`src/rtl/vend_pkg.sv`:
```
// Shared state encoding, coin codes and coin arithmetic for the parametrised
// vending controller and its change generator.
package vend_pkg;

    typedef enum logic [1:0] {
        S_IDLE   = 2'd0,
        S_HOLD   = 2'd1,
        S_VEND   = 2'd2,
        S_CHANGE = 2'd3
    } vend_state_t;

    localparam logic [1:0] COIN_1   = 2'd0;
    localparam logic [1:0] COIN_5   = 2'd1;
    localparam logic [1:0] COIN_10  = 2'd2;
    localparam logic [1:0] COIN_BAD = 2'd3;

    function automatic logic [3:0] coin_value(input logic [1:0] code);
        logic [3:0] v;
        case (code)
            COIN_1:  v = 4'd1;
            COIN_5:  v = 4'd5;
            COIN_10: v = 4'd10;
            default: v = 4'd0;
        endcase
        return v;
    endfunction

    // Largest coin not exceeding the remaining credit; a zero sum never reaches here.
    function automatic logic [1:0] best_coin(input logic [15:0] sum);
        logic [1:0] c;
        if (sum >= 16'd10) begin
            c = COIN_10;
        end else if (sum >= 16'd5) begin
            c = COIN_5;
        end else begin
            c = COIN_1;
        end
        return c;
    endfunction

endpackage

```
`src/rtl/vend_change_gen.sv`:
```
// Combinational change picker: largest coin fitting the current credit and the
// amount to subtract when it is paid out.
module vend_change_gen
    import vend_pkg::*;
#(
    parameter int SUM_W = 6
) (
    input  logic [SUM_W-1:0] i_sum,
    output logic [1:0]       o_coin,
    output logic [SUM_W-1:0] o_dec
);

    assign o_coin = best_coin(16'(i_sum));
    assign o_dec  = SUM_W'(coin_value(o_coin));

endmodule

```
`src/rtl/vend_fsm_n.sv`:
```
// Parametrised vending-machine controller: credit accumulation, drink release,
// inactivity refund and coin-by-coin change payout.
//
// state    | meaning
// ---------+------------------------------------------------------------
// S_IDLE   | no credit, waiting for the first valid coin
// S_HOLD   | credit held, accepting coins / purchase / cancel, timer runs
// S_VEND   | one-cycle drink release, price already deducted
// S_CHANGE | paying remaining credit back one coin per cycle
module vend_fsm_n
    import vend_pkg::*;
#(
    parameter int                      NUM_DRINKS  = 4,
    parameter int                      SUM_W       = 6,
    parameter int                      MAX_SUM     = 50,
    parameter logic [8*NUM_DRINKS-1:0] PRICES      = {8'd25, 8'd20, 8'd15, 8'd10},
    parameter int                      TIMEOUT_CYC = 30,
    parameter int                      SEL_W       = $clog2(NUM_DRINKS)
) (
    input  logic                  clk,
    input  logic                  rst_n,
    input  logic                  insert,
    input  logic [1:0]            coin_val,
    input  logic                  drink_req,
    input  logic [SEL_W-1:0]      drink_sel,
    input  logic                  cancel_flag,
    output logic                  hold_ind,
    output logic [NUM_DRINKS-1:0] drink_ind,
    output logic                  vend_valid,
    output logic [SEL_W-1:0]      vend_id,
    output logic                  chg_valid,
    output logic [1:0]            chg_coin,
    output logic                  reject,
    output logic [SUM_W-1:0]      coin_sum
);

    localparam int               TMR_W     = $clog2(TIMEOUT_CYC + 1);
    localparam logic [TMR_W-1:0] TMR_LAST  = TMR_W'(TIMEOUT_CYC - 1);
    localparam logic [TMR_W-1:0] TMR_SAT   = TMR_W'(TIMEOUT_CYC);
    localparam logic [SUM_W:0]   MAX_SUM_W = (SUM_W + 1)'(MAX_SUM);

    vend_state_t      r_state, w_state_nxt;
    logic [SUM_W-1:0] r_sum, w_sum_nxt;
    logic [TMR_W-1:0] r_tmr, w_tmr_nxt;
    logic             r_vend_valid, w_vend_valid_nxt;
    logic [SEL_W-1:0] r_vend_id, w_vend_id_nxt;
    logic             r_chg_valid, w_chg_valid_nxt;
    logic [1:0]       r_chg_coin, w_chg_coin_nxt;
    logic             r_reject, w_reject_nxt;

    logic [7:0]       w_price;
    logic             w_sel_ok;
    logic             w_afford;
    logic [SUM_W:0]   w_add;
    logic             w_coin_ok;
    logic [1:0]       w_chg_code;
    logic [SUM_W-1:0] w_chg_dec;

    vend_change_gen #(
        .SUM_W (SUM_W)
    ) u_chg (
        .i_sum  (r_sum),
        .o_coin (w_chg_code),
        .o_dec  (w_chg_dec)
    );

    // Select decode also covers non-power-of-two drink counts.
    always_comb begin
        w_price  = '0;
        w_sel_ok = 1'b0;
        for (int i = 0; i < NUM_DRINKS; i++) begin
            if (drink_sel == SEL_W'(i)) begin
                w_price  = PRICES[8*i +: 8];
                w_sel_ok = 1'b1;
            end
        end
    end

    assign w_afford  = (32'(r_sum) >= 32'(w_price));
    assign w_add     = {1'b0, r_sum} + (SUM_W + 1)'(coin_value(coin_val));
    assign w_coin_ok = (coin_val != COIN_BAD) && (w_add <= MAX_SUM_W);

    always_comb begin
        w_state_nxt      = r_state;
        w_sum_nxt        = r_sum;
        w_tmr_nxt        = '0;
        w_vend_valid_nxt = 1'b0;
        w_vend_id_nxt    = '0;
        w_chg_valid_nxt  = 1'b0;
        w_chg_coin_nxt   = COIN_1;
        w_reject_nxt     = 1'b0;
        case (r_state)
            S_IDLE, S_HOLD: begin
                if (r_state == S_HOLD) begin
                    w_tmr_nxt = (r_tmr == TMR_SAT) ? r_tmr : r_tmr + TMR_W'(1);
                end
                if (cancel_flag) begin
                    w_reject_nxt = insert;
                    if (r_state == S_HOLD) begin
                        w_state_nxt = S_CHANGE;
                    end
                end else if (drink_req) begin
                    w_reject_nxt = insert;
                    if ((r_state == S_HOLD) && w_sel_ok && w_afford) begin
                        w_state_nxt      = S_VEND;
                        w_vend_valid_nxt = 1'b1;
                        w_vend_id_nxt    = drink_sel;
                        w_sum_nxt        = r_sum - SUM_W'(w_price);
                    end
                end else if (insert) begin
                    if (w_coin_ok) begin
                        w_sum_nxt   = w_add[SUM_W-1:0];
                        w_state_nxt = S_HOLD;
                        w_tmr_nxt   = '0;
                    end else begin
                        w_reject_nxt = 1'b1;
                    end
                end else if ((r_state == S_HOLD) && (r_tmr >= TMR_LAST)) begin
                    w_state_nxt = S_CHANGE;
                end
            end
            S_VEND: begin
                w_reject_nxt = insert;
                w_state_nxt  = (r_sum != '0) ? S_CHANGE : S_IDLE;
            end
            S_CHANGE: begin
                w_reject_nxt = insert;
                if (r_sum == '0) begin
                    w_state_nxt = S_IDLE;
                end else begin
                    w_chg_valid_nxt = 1'b1;
                    w_chg_coin_nxt  = w_chg_code;
                    w_sum_nxt       = r_sum - w_chg_dec;
                    if (r_sum == w_chg_dec) begin
                        w_state_nxt = S_IDLE;
                    end
                end
            end
            default: begin
                w_state_nxt = S_IDLE;
            end
        endcase
    end

    always_ff @(posedge clk or negedge rst_n) begin
        if (!rst_n) begin
            r_state      <= S_IDLE;
            r_sum        <= '0;
            r_tmr        <= '0;
            r_vend_valid <= 1'b0;
            r_vend_id    <= '0;
            r_chg_valid  <= 1'b0;
            r_chg_coin   <= COIN_1;
            r_reject     <= 1'b0;
        end else begin
            r_state      <= w_state_nxt;
            r_sum        <= w_sum_nxt;
            r_tmr        <= w_tmr_nxt;
            r_vend_valid <= w_vend_valid_nxt;
            r_vend_id    <= w_vend_id_nxt;
            r_chg_valid  <= w_chg_valid_nxt;
            r_chg_coin   <= w_chg_coin_nxt;
            r_reject     <= w_reject_nxt;
        end
    end

    always_comb begin
        drink_ind = '0;
        for (int i = 0; i < NUM_DRINKS; i++) begin
            drink_ind[i] = (r_state == S_HOLD) && (32'(r_sum) >= 32'(PRICES[8*i +: 8]));
        end
    end

    assign hold_ind   = (r_state == S_HOLD);
    assign vend_valid = r_vend_valid;
    assign vend_id    = r_vend_id;
    assign chg_valid  = r_chg_valid;
    assign chg_coin   = r_chg_coin;
    assign reject     = r_reject;
    assign coin_sum   = r_sum;

endmodule

```
`config.mk`:
```
export PLATFORM = sky130hd
export DESIGN_NAME = vend_fsm_n
export DESIGN_NICKNAME = d
export VERILOG_FILES = /design/src/rtl/vend_pkg.sv /design/src/rtl/vend_change_gen.sv /design/src/rtl/vend_fsm_n.sv
export SDC_FILE = /design/constraint.sdc
export NUM_CORES = 1
export LEC_CHECK = 0
export BUFFER_PORTS_ARGS = -buffer_cell sky130_fd_sc_hd__buf_2
export CORE_MARGIN = 2
export CORE_UTILIZATION = 39
export DETAILED_ROUTE_END_ITERATION = 10
export GPL_ROUTABILITY_DRIVEN = 0
export GPL_TIMING_DRIVEN = 0
export HOLD_SLACK_MARGIN = 0.05
export MAX_ROUTING_LAYER = met4
export PLACE_DENSITY = 0.6
export SLEW_MARGIN = 15
export SYNTH_ARGS = -nofsm -noshare
export SYNTH_HDL_FRONTEND = slang
export SYNTH_SLANG_ARGS = --single-unit
export TNS_END_PERCENT = 1
```
`constraint.sdc`:
```
create_clock -name clk -period 2.7 [get_ports clk]
set_input_delay 0.135 -clock clk [delete_from_list [all_inputs] [get_ports clk]]
set_output_delay 0.135 -clock clk [all_outputs]
set_load 0.02 [all_outputs]
```
==> results of run 1 <==
[sequential cells by signal, indices dropped and copies added (netlist names)]
signal / cells
vend_valid: 1
r_tmr: 5
chg_coin: 2
chg_valid: 1
vend_id: 2
r_state: 2
coin_sum: 6
reject: 1
[per-layer routing]
metal / vias to the layer above / global-route usage, % / share of wire (%)
li1: 899 / - / -
met5: - / - / 0
met3: 2 / 2.03 / 3.4
met4: 0 / 5.36 / 0.72
met2: 34 / 30.3 / 47
met1: 825 / 27.3 / 49
[cell usage in the layout, fill, tap and decap left out, types with 3 or more instances in the layout]
cell                        n
sky130_fd_sc_hd__a211oi_1   4
sky130_fd_sc_hd__a21oi_1   12
sky130_fd_sc_hd__a31oi_1    3
sky130_fd_sc_hd__buf_2     26
sky130_fd_sc_hd__buf_4     10
sky130_fd_sc_hd__clkbuf_8   3
sky130_fd_sc_hd__dfrtp_1   17
sky130_fd_sc_hd__dfrtp_2    3
sky130_fd_sc_hd__ha_1      18
sky130_fd_sc_hd__inv_1     16
sky130_fd_sc_hd__inv_2      4
sky130_fd_sc_hd__mux2i_1    7
sky130_fd_sc_hd__nand2_1   13
sky130_fd_sc_hd__nand2b_1   8
sky130_fd_sc_hd__nand3_1    9
sky130_fd_sc_hd__nand4_1    3
sky130_fd_sc_hd__nor2_1    20
sky130_fd_sc_hd__nor2b_1    3
sky130_fd_sc_hd__nor3_1     6
sky130_fd_sc_hd__o211ai_1   5
sky130_fd_sc_hd__o21ai_0   12
sky130_fd_sc_hd__o21ai_1    5
sky130_fd_sc_hd__xnor2_1    4
[power by group]
part           leakage, nW  total, mW  internal (mW)  switching (mW)
registers            0.250      0.560          0.403           0.157
clock network       0.0357      0.311          0.198           0.113
logic                0.792       2.18          0.972            1.21
[worst max-delay path, cell delays in order, from the launching register on]
cell and delay, ns:
sky130_fd_sc_hd__dfrtp_2 0.45, sky130_fd_sc_hd__inv_4 0.09, sky130_fd_sc_hd__ha_4 0.13, sky130_fd_sc_hd__inv_2 0.04
sky130_fd_sc_hd__fa_2 0.41, sky130_fd_sc_hd__a211oi_2 0.26, sky130_fd_sc_hd__nor2_2 0.07, sky130_fd_sc_hd__or2_1 0.26
sky130_fd_sc_hd__o32a_4 0.34, sky130_fd_sc_hd__o31ai_4 0.06, sky130_fd_sc_hd__buf_6 0.15, sky130_fd_sc_hd__mux2_4 0.29
[kinds of logic after synthesis]
| family | share of synthesized area [%] |
|---|---|
| muxes | 5.20 |
| DFF | 26.0 |
| and+or+nand+nor | 20.1 |
| AOI/OAI and AO/OA | 23.6 |
| xor gates and xnor gates | 3.18 |
| buffers and inverters | 5.91 |
| adders and majority gates | 16.1 |
[how the worst min path moves through the flow]
stage	start	end	slack, ns
floorplan	rst_n	chg_coin[0]	-0.16
global route	drink_sel[0]	vend_id[0]	0.20
finish	drink_sel[1]	vend_id[1]	0.17
CTS	drink_sel[1]	vend_id[1]	0.17
detailed placement	rst_n	coin_sum[4]	0.15
global placement	rst_n	coin_sum[0]	0.14
[layout make-up]
cell class	count	share of cell area (%)
repair buffers	37	9.31
clock inverters	1	1.26
multi-input cells	178	58.1
well taps	67	3.52
clock buffers	3	1.74
flip-flops and latches	20	21.2
plain buffers	6	1.47
inverters	21	3.42
[timing repair]
item / 4_1_cts / 5_1_grt
hold buffers: 1 / 0
pin swaps: 1 / 8
buffers inserted: 4 / 7
hold endpoints to repair: 20 / 0
endpoints found under the setup margin: 3 / 5
gates resized for setup: 9 / 12
==> impl_summary.log, run 1 <==
INFO  metric start_util = approximately 41%
INFO  metric regToRegStartpoint = coin_sum[0]
INFO  metric final_critical_path_time_including_i_o_delays_and_setup = around 2.7 ns
INFO  metric hold_ws = between 0.15 and 0.2 ns
INFO  metric floorplan.die_area = ~5500 um2
INFO  metric final_area = between 2000 and 2500 um2
INFO  metric seqCellArea = slightly above 500 um2
INFO  metric cts_num_sinks = 20
INFO  metric holdPathStages = 3
INFO  metric max_clock_freq = around 370 MHz
INFO  metric outcome = complete, no violations
INFO  metric critPathArrivalTime = roughly 2.8 ns
INFO  metric synth.cells.most_frequent = 21 x sky130_fd_sc_hd__nor2_1, 20 x sky130_fd_sc_hd__dfrtp_1, 20 x sky130_fd_sc_hd__ha_1, 18 x sky130_fd_sc_hd__inv_1
INFO  metric die_height = ~74 um
INFO  metric ioPinCount = 27
INFO  metric detail_route.drc_violations = 0
INFO  metric yosysWarningCount = 0
INFO  metric synth_top_cell_area_share = around a quarter
INFO  metric num-nets-final = between 200 and 300
INFO  metric report.power.total = roughly 3.1 mW
INFO  metric r2r_slack = between 0.03 and 0.04 ns
INFO  metric power_per_cell_area = between 1000 and 1500 nW/um2
INFO  metric synth_edf_count = 0
INFO  metric via_count = approximately 1.8k
INFO  metric reg2reg_to = coin_sum[3]
INFO  metric setup_violations = 0
INFO  metric end_kind = flip-flop
INFO  metric clk-insertion-delay-late = between 0.2 and 0.3 ns
INFO  metric report.final.hold_viol_count = 0
INFO  metric cts_made_buffers = 3
INFO  metric setup-tns-final = 0 ns
INFO  metric timing.clock.skew = around 0.0036 ns
INFO  metric detailedPlacementHpwl = roughly 3600 um
INFO  metric post_route_cells_drive_above_1_share = about 28%
INFO  metric flow.area_growth_from_synthesis = 23.5%
INFO  metric grt_pass1_wl = 7890 um
INFO  metric netlist_top_cells_area = sky130_fd_sc_hd__dfrtp_1 26%, sky130_fd_sc_hd__ha_1 13%, sky130_fd_sc_hd__nor2_1 4.1%, sky130_fd_sc_hd__mux2i_1 3.6%, sky130_fd_sc_hd__inv_1 3.5%
INFO  metric cts_htree_levels = 1
INFO  metric static_leakage = around 1.1 nW
INFO  metric antenna_violating_nets_remaining = 0
INFO  metric synth_area = ~1900 um2
INFO  metric synth_fp_nets = 257
INFO  metric number_of_antenna_violations_at_the_first_check_in_global_routing = 0
INFO  metric crit_path_start_kind = flip-flop
INFO  metric synthCells = roughly 230
INFO  metric ff2ff_path_depth = 11
INFO  metric cap_viol_max_count = 0
INFO  metric globalRouteTotalUtil = 19.6%
INFO  metric synth.distinct_cells = 53
INFO  metric synth_largest_area_cell = sky130_fd_sc_hd__dfrtp_1
INFO  metric setup.worst_path.end = coin_sum[3]
INFO  metric critical_path_peak_fanout = 5
INFO  metric ys_dominant_reg_cell = sky130_fd_sc_hd__dfrtp_1
INFO  metric dp.cells = approximately 320
INFO  metric tcrit_tclk_final = between 90 and 100%
INFO  metric synth_seq_cells = 20
INFO  metric worst_pin_slew = between 0.5 and 0.6 ns
INFO  metric timing_max_transition_violations_final = 0
INFO  metric slew_headroom = 66.1%
INFO  metric dr.pass1.iters = 5
INFO  metric ys_async_rst_share = between 90% and 100%
INFO  metric share_of_synthesized_area_occupied_by_flip_flops_and_latches = 26.0%
INFO  metric utilization = 50.1%
INFO  metric count_of_inserted_antenna_diode_cells = 0
INFO  metric placement.io_buffers = 25
INFO  metric worst_slack = 0.0330 ns
INFO  metric clock_tree.root_cell = sky130_fd_sc_hd__clkbuf_8
INFO  metric synthesis.area_per_instance = 8.56 um2
INFO  metric grt_setup_unrepaired = yes
INFO  metric worstSetupStartpoint = coin_sum[0]
INFO  metric final-instance-count-excl-fill = approximately 330
INFO  metric drtIter0Drc = between 80 and 90
INFO  metric finalWirelength = between 4000 and 5000 um
INFO  metric post-place-ws = -0.235 ns
INFO  metric worst_setup_hold_path_clk_slew = around 0.080 ns
INFO  metric cts_buffer_depth = 2
INFO  metric floorplan.rows = 25
INFO  metric routed_via_density = roughly 5.3
INFO  metric tritoncts = done
INFO  metric grt.overflow.total = 0
INFO  metric maximum_vdd_drop = around 500 uV
INFO  metric critPathKind = reg -> reg
INFO  metric multiInputGateArea = 1380 um2
INFO  metric core_region_area = 4750 um2
INFO  metric wl_per_cell = 14.5 um
INFO  metric die_width = 74.3 um
INFO  metric post-synth-top-count-cell = sky130_fd_sc_hd__nor2_1
INFO  metric maximum_number_of_pins_on_one_net_before_global_route_repair = 21
INFO  metric fillerInstances = 504
INFO  metric first_global_vias = between 1.5k and 2k
INFO  metric place_area = around 2100 um2
INFO  metric hold_path.class = in -> reg
INFO  metric worstPathRequired = 2.86 ns
Power figures use the tool's default switching activity.
==> run 2: changes to the inputs <==
--- a/config.mk
+++ b/config.mk
@@ -7,13 +7,13 @@
 export LEC_CHECK = 0
 export BUFFER_PORTS_ARGS = -buffer_cell sky130_fd_sc_hd__buf_2
 export CORE_MARGIN = 2
-export CORE_UTILIZATION = 39
+export CORE_UTILIZATION = 45
 export DETAILED_ROUTE_END_ITERATION = 10
 export GPL_ROUTABILITY_DRIVEN = 0
 export GPL_TIMING_DRIVEN = 0
 export HOLD_SLACK_MARGIN = 0.05
 export MAX_ROUTING_LAYER = met4
-export PLACE_DENSITY = 0.6
+export PLACE_DENSITY = 0.68
 export SLEW_MARGIN = 15
 export SYNTH_ARGS = -nofsm -noshare
 export SYNTH_HDL_FRONTEND = slang
==> impl_summary.log, run 2 (synthesized netlist as in run 1, its figures left out) <==
INFO  metric outcome = complete, no violations
INFO  metric final_area = 2340 um2 (-1.6%)
INFO  metric maximum_number_of_pins_on_one_net_before_global_route_repair = 21 (unchanged)
INFO  metric num-nets-final = 299 (unchanged)
INFO  metric switching_portion_of_total_power = 48.4% (about the same)
INFO  metric cts_num_sinks = 20 (unchanged)
INFO  metric report.power.total = 3.03 mW (-0.82%)
INFO  metric report.final.hold_viol_count = 0 (unchanged)
INFO  metric final-instance-count-excl-fill = 316 (-5.1%)
INFO  metric detail_route.drc_violations = 0 (unchanged)
INFO  metric final_common_cell = sky130_fd_sc_hd__buf_2
INFO  metric die_width = 69.4 um (-6.5%)
INFO  metric maximum_vdd_drop = 500 uV (+0.52%)
INFO  metric pwr-share-comb = 71.4% (about the same)
INFO  metric power.share.sequential = 18.4% (about the same)
INFO  metric clk-insertion-delay-late = 0.26 ns (about the same)
INFO  metric groute.layer.met2.usage = 33.5% (+3.3 points)
INFO  metric flow.area_growth_from_synthesis = 21.5%
INFO  metric grt.overflow.total = 0 (unchanged)
INFO  metric floorplan.rows = 23 (-8.0%)
INFO  metric tritoncts = done
INFO  metric hold_path.class = in -> reg
INFO  metric setup-tns-final = 0 ns (unchanged)
INFO  metric mostFrequentLayoutCells = 26 x sky130_fd_sc_hd__buf_2, 20 x sky130_fd_sc_hd__nor2_1, 18 x sky130_fd_sc_hd__ha_1, 17 x sky130_fd_sc_hd__inv_1, 16 x sky130_fd_sc_hd__dfrtp_1
INFO  metric fillerInstances = 379 (-25%)
INFO  metric critPathArrivalTime = 2.81 ns (-0.02 ns)
INFO  metric critPathTopFamily = compound AO/OA/AOI/OAI gates
INFO  metric power_per_cell_area = 1290 nW/um2 (+0.83%)
INFO  metric routed_via_density = 5.65 (+6.8%)
INFO  metric dp.cells = 300 (-5.4%)
INFO  metric place_area = 2120 um2 (-1.0%)
INFO  metric cts_buffer_depth = 2 (unchanged)
INFO  metric max_clock_freq = 381 MHz (+1.6%)
INFO  metric ioPinCount = 27 (unchanged)
INFO  metric power.internal = 1.56 mW (-0.80%)
INFO  metric cts_htree_levels = 1 (unchanged)
INFO  metric final_critical_path_time_including_i_o_delays_and_setup = 2.62 ns (-0.0422 ns)
INFO  metric total_switching_power = 1.47 mW (-0.84%)
INFO  metric detailedPlacementHpwl = 3490 um (-1.9%)
INFO  metric setup_violations = 0 (unchanged)
INFO  metric met1_global_route_usage = 27.3% (-0.030 points)
INFO  metric grt-busiest-layer = met2
INFO  metric finalWirelength = 4750 um (-1.8%)
INFO  metric timing.clock.skew = 0.00241 ns (-0.00122 ns)
INFO  metric post-place-ws = -0.247 ns (-0.0123 ns)
INFO  metric start_util = 47.5% (+7.0 points)
INFO  metric count_of_inserted_antenna_diode_cells = 0 (unchanged)
INFO  metric max_stage_delay = 0.44 ns (about the same)
INFO  metric use_met3 = 2.33% (+0.29 points)
INFO  metric clock_tree.root_cell = sky130_fd_sc_hd__clkbuf_8
INFO  metric drtIter0Drc = 180 (+100%)
INFO  metric worstPathRequired = 2.88 ns (+0.02 ns)
INFO  metric cts_made_buffers = 3 (unchanged)
INFO  metric crit_path_top_delay_cell = sky130_fd_sc_hd__dfrtp_2
INFO  metric tcrit_tclk_final = 97.2% (-1.6 points)
INFO  metric post_route_cells_drive_above_1_share = 27.8% (unchanged)
INFO  metric antenna_violating_nets_remaining = 0 (unchanged)
INFO  metric wl_per_cell = 15.0 um (+3.5%)
INFO  metric dr.pass1.iters = 4 (-1)
INFO  metric timing_max_transition_violations_final = 0 (unchanged)
INFO  metric crit_path_start_kind = flip-flop
INFO  metric hold_ws = 0.192 ns (+0.0209 ns)
INFO  metric slew_headroom = 65.9% (-0.15 points)
INFO  metric globalRouteTotalUtil = 20.5% (+0.92 points)
INFO  metric grt_pass1_wl = 7790 um (-1.3%)
INFO  metric number_of_antenna_violations_at_the_first_check_in_global_routing = 0 (unchanged)
INFO  metric end_kind = flip-flop
INFO  metric critical_path_peak_fanout = 5 (unchanged)
INFO  metric utilization = 57.7% (+7.6 points)
INFO  metric floorplan.die_area = 4820 um2 (-13%)
INFO  metric worstPathCellList = inv_2, ha_4, inv_1, fa_2, a211oi_2, nor2_2, or2_4, o32a_4, o31ai_4, buf_4, mux2i_1
INFO  metric cap_viol_max_count = 0 (unchanged)
INFO  metric worst_setup_hold_path_clk_slew = 0.08 ns (about the same)
INFO  metric p_clk_share = 10.2% (about the same)
INFO  metric static_leakage = 1.07 nW (-0.69%)
INFO  metric critPathKind = reg -> reg
INFO  metric die_height = 69.4 um (-6.5%)
INFO  metric first_global_vias = 1667 (+3.1%)
INFO  metric placement.io_buffers = 25 (unchanged)
INFO  metric worst_slack = 0.0753 ns (+0.0422 ns)
INFO  metric largest_register_ff_count = 6 (unchanged)
INFO  metric core_region_area = 4060 um2 (-15%)
INFO  metric via_count = 1784 (+1.4%)
INFO  metric critical_path_buf_inv_count = 3 (unchanged)
INFO  metric worst_pin_slew = 0.511 ns (+0.00219 ns)
## run 2: worst paths after layout
| kind | from | end | slack (ns) | depth (start not counted) |
|---|---|---|---|---|
| hold reg to reg | r_tmr[3] | r_tmr[3] | 0.60 | 1 |
| setup reg to reg | coin_sum[0] | coin_sum[0] | 0.08 | 11 |
| setup / recovery | coin_sum[0] | coin_sum[0] | 0.08 | 11 |
| min in group asynchronous | rst_n | vend_id[0] | 0.37 | 2 |
| max in group asynchronous | rst_n | coin_sum[2] | 1.96 | 2 |
| hold / removal | drink_sel[1] | vend_id[1] | 0.19 | 3 |
## run 2: final cells by class
| type | instances | area (um2) | area share (%) |
|---|---|---|---|
| clock buffer | 3 | 41.3 | 1.76 |
| inverter | 21 | 78.8 | 3.37 |
| clock inverter | 1 | 30.0 | 1.28 |
| buffer | 6 | 35.0 | 1.50 |
| multi-input combinational | 178 | 1370 | 58.5 |
| timing repair buffer | 37 | 218 | 9.30 |
| sequential | 20 | 505 | 21.6 |
| tap | 50 | 62.6 | 2.67 |
## run 2: power by group through the flow
| stage | Combinational [mW] | Sequential (mW) | Clock (mW) |
|---|---|---|---|
| after CTS | 2.04 | 0.554 | 0.313 |
| after global routing | 2.37 | 0.583 | 0.334 |
| final | 2.16 | 0.556 | 0.309 |
| after detailed placement | 1.89 | 0.576 | 0 |
| after global placement | 1.86 | 0.573 | 0 |
| after floorplan | 1.40 | 0.608 | 0 |
## run 2: layer usage
layer | part of all wire [%] | vias to the layer above
met1 | 48 | 836
met2 | 47 | 43
met5 | 0 | -
met4 | 1.1 | 0
li1 | - | 898
met3 | 4.1 | 7
## run 2: tightest hold or removal path, stage by stage
cell and delay [ns]:
sky130_fd_sc_hd__buf_2 0.11, sky130_fd_sc_hd__inv_1 0.10, sky130_fd_sc_hd__nor4_1 0.07
## run 2: repair_timing
action,in CTS,in global routing
resized for setup,8,9
setup buffers,7,4
endpoints found under the hold margin,20,0
pin swaps,4,9
setup endpoints to repair,5,7
hold buffers,1,0
==> run 3: changes to the inputs <==
--- a/config.mk
+++ b/config.mk
@@ -6,7 +6,6 @@
 export NUM_CORES = 1
 export LEC_CHECK = 0
 export BUFFER_PORTS_ARGS = -buffer_cell sky130_fd_sc_hd__buf_2
-export CORE_MARGIN = 2
 export CORE_UTILIZATION = 45
 export DETAILED_ROUTE_END_ITERATION = 10
 export GPL_ROUTABILITY_DRIVEN = 0
==> impl_summary.log, run 3 (synthesized netlist as in run 1, its figures left out) <==
INFO  metric clk-insertion-delay-late = 0.27 ns (about the same)
INFO  metric outcome = complete, no violations
INFO  metric drtIter0Drc = 114 (-37%)
INFO  metric clock_tree.root_cell = sky130_fd_sc_hd__clkbuf_8
INFO  metric power_per_cell_area = 1290 nW/um2 (+0.16%)
INFO  metric floorplan.die_area = 4550 um2 (-5.7%)
INFO  metric via_count = 1771 (-0.73%)
INFO  metric mostFrequentLayoutCells = 26 x sky130_fd_sc_hd__buf_2, 20 x sky130_fd_sc_hd__nor2_1, 18 x sky130_fd_sc_hd__ha_1, 18 x sky130_fd_sc_hd__dfrtp_1, 16 x sky130_fd_sc_hd__inv_1
INFO  metric detailedPlacementHpwl = 3480 um (-0.43%)
INFO  metric static_leakage = 1.07 nW (about the same)
INFO  metric dr.pass1.iters = 4 (unchanged)
INFO  metric dp.cells = 300 (unchanged)
INFO  metric floorplan.rows = 23 (unchanged)
INFO  metric critical_path_peak_fanout = 3 (-2)
INFO  metric hold_ws = 0.184 ns (-0.00846 ns)
INFO  metric worstPathRequired = 2.86 ns (-0.02 ns)
INFO  metric number_of_antenna_violations_at_the_first_check_in_global_routing = 0 (unchanged)
INFO  metric maximum_vdd_drop = 506 uV (+1.3%)
INFO  metric cts_num_sinks = 20 (unchanged)
INFO  metric die_width = 67.4 um (-2.9%)
INFO  metric cts_htree_levels = 1 (unchanged)
INFO  metric report.power.total = 3.05 mW (+0.75%)
INFO  metric timing.hold.worst.start = drink_sel[1]
INFO  metric die_height = 67.4 um (-2.9%)
INFO  metric crit_path_start_kind = flip-flop
INFO  metric finalWirelength = 4720 um (-0.67%)
INFO  metric ioPinCount = 27 (unchanged)
INFO  metric globalRouteTotalUtil = 22.7% (+2.2 points)
INFO  metric worstSetupStartpoint = coin_sum[0]
INFO  metric maximum_number_of_pins_on_one_net_before_global_route_repair = 21 (unchanged)
INFO  metric timing_max_transition_violations_final = 0 (unchanged)
INFO  metric grt_setup_unrepaired = yes
INFO  metric critPathArrivalTime = 2.83 ns (+0.02 ns)
INFO  metric timing.clock.skew = 0.00907 ns (+0.00666 ns)
INFO  metric hold_path.class = in -> reg
INFO  metric placement.io_buffers = 25 (unchanged)
INFO  metric grt.overflow.total = 0 (unchanged)
INFO  metric tritoncts = done
INFO  metric grt_pass1_wl = 7420 um (-4.7%)
INFO  metric setup_violations = 0 (unchanged)
INFO  metric cts_made_buffers = 3 (unchanged)
INFO  metric count_of_inserted_antenna_diode_cells = 0 (unchanged)
INFO  metric start_util = 47.5% (unchanged)
INFO  metric cap_viol_max_count = 0 (unchanged)
INFO  metric max_clock_freq = 374 MHz (-1.8%)
INFO  metric first_global_vias = 1555 (-6.7%)
INFO  metric final_common_cell = sky130_fd_sc_hd__buf_2
INFO  metric slew_headroom = 67.6% (+1.6 points)
INFO  metric num-nets-final = 298 (-0.33%)
INFO  metric wl_per_cell = 15.0 um (-0.36%)
INFO  metric antenna_violating_nets_remaining = 0 (unchanged)
INFO  metric largest_register_ff_count = 6 (unchanged)
INFO  metric core_region_area = 4060 um2 (unchanged)
INFO  metric worst_setup_hold_path_clk_slew = 0.09 ns (about the same)
INFO  metric final-instance-count-excl-fill = 315 (-0.32%)
INFO  metric detail_route.drc_violations = 0 (unchanged)
INFO  metric final_critical_path_time_including_i_o_delays_and_setup = 2.67 ns (+0.0482 ns)
INFO  metric end_kind = flip-flop
INFO  metric routed_via_density = 5.62 (-0.41%)
INFO  metric flow.area_growth_from_synthesis = 22.2%
INFO  metric cts_buffer_depth = 2 (unchanged)
INFO  metric report.final.hold_viol_count = 0 (unchanged)
INFO  metric tcrit_tclk_final = 99.0% (+1.8 points)
INFO  metric post_route_cells_drive_above_1_share = 26.8% (-1.0 points)
INFO  metric worst_pin_slew = 0.487 ns (-0.0245 ns)
INFO  metric regToRegStartpoint = coin_sum[0]
INFO  metric critPathKind = reg -> reg
run 3: cell types whose count changed in the layout (fill, tap and decap cells not counted), moves of 2 or more:
| cell | previous run | this run |
|---|---|---|
| sky130_fd_sc_hd__buf_6 | 1 | 3 |
| sky130_fd_sc_hd__dfrtp_2 | 4 | 2 |
| sky130_fd_sc_hd__dfrtp_1 | 16 | 18 |
| sky130_fd_sc_hd__buf_4 | 11 | 8 |
run 3: critical path, cell delays in order, from the launching register on:
cell,delay [ns]
sky130_fd_sc_hd__dfrtp_2,0.43
sky130_fd_sc_hd__inv_2,0.10
sky130_fd_sc_hd__ha_4,0.14
sky130_fd_sc_hd__inv_2,0.04
sky130_fd_sc_hd__fa_2,0.42
sky130_fd_sc_hd__a211oi_2,0.25
sky130_fd_sc_hd__nor2_2,0.07
sky130_fd_sc_hd__or2_1,0.26
sky130_fd_sc_hd__o32a_4,0.34
sky130_fd_sc_hd__o31ai_4,0.07
sky130_fd_sc_hd__buf_6,0.15
sky130_fd_sc_hd__mux2_4,0.29
run 3: timing repair:
action | CTS | global route
gates resized for setup | 6 | 14
pin swaps | 1 | 8
hold endpoints to repair | 20 | 0
hold buffers | 1 | 0
setup buffers | 4 | 6
setup endpoints to repair | 2 | 6
run 3: worst paths after layout:
path | slack [ns] | to | depth (start not counted)
worst max-delay path | 0.03 | coin_sum[2] | 11
worst min-delay path | 0.18 | vend_id[1] | 3
worst max register to register | 0.03 | coin_sum[2] | 11
worst min register to register | 0.60 | r_tmr[3] | 1
max in group asynchronous | 1.99 | coin_sum[1] | 2
min in group asynchronous | 0.34 | coin_sum[4] | 2
run 3: metal layers:
| layer | wire length, um | global-route usage [%] | vias up |
|---|---|---|---|
| li1 | - | - | 893 |
| met1 | 2260 | 30.8 | 832 |
| met2 | 2200 | 34.5 | 42 |
| met3 | 201 | 2.53 | 4 |
| met4 | 58 | 8.51 | 0 |
| met5 | 0 | - | - |
run 3: power breakdown:
group	total, mW	internal [mW]	switching [mW]
clock	0.315	0.198	0.116
sequential	0.556	0.401	0.154
combinational	2.18	0.974	1.20
run 3: cell type report:
| class | count | area (um2) |
|---|---|---|
| Clock buffer | 3 | 41.3 |
| Inverter | 21 | 78.8 |
| Fill cell | 375 | 1700 |
| Sequential cell | 20 | 503 |
| Multi-Input combinational cell | 178 | 1390 |
| Buffer | 6 | 35.0 |
| Tap cell | 50 | 62.6 |
| Timing Repair Buffer | 36 | 218 |
| Clock inverter | 1 | 30.0 |
run 3: metrics by stage:
| stage | setup TNS [ns] | utilization [%] | area, um2 | setup slack, ns |
|---|---|---|---|---|
| floorplan | 0 | - | 1930 | 0.0563 |
| global placement | -0.760 | 52.1 | 2120 | -0.231 |
| detailed placement | -0.850 | 52.1 | 2120 | -0.249 |
| CTS | 0 | 55.4 | 2250 | 0.0248 |
| global route | -0.0998 | 58.0 | 2350 | -0.0382 |
| finish | 0 | 58.0 | 2350 | 0.0271 |
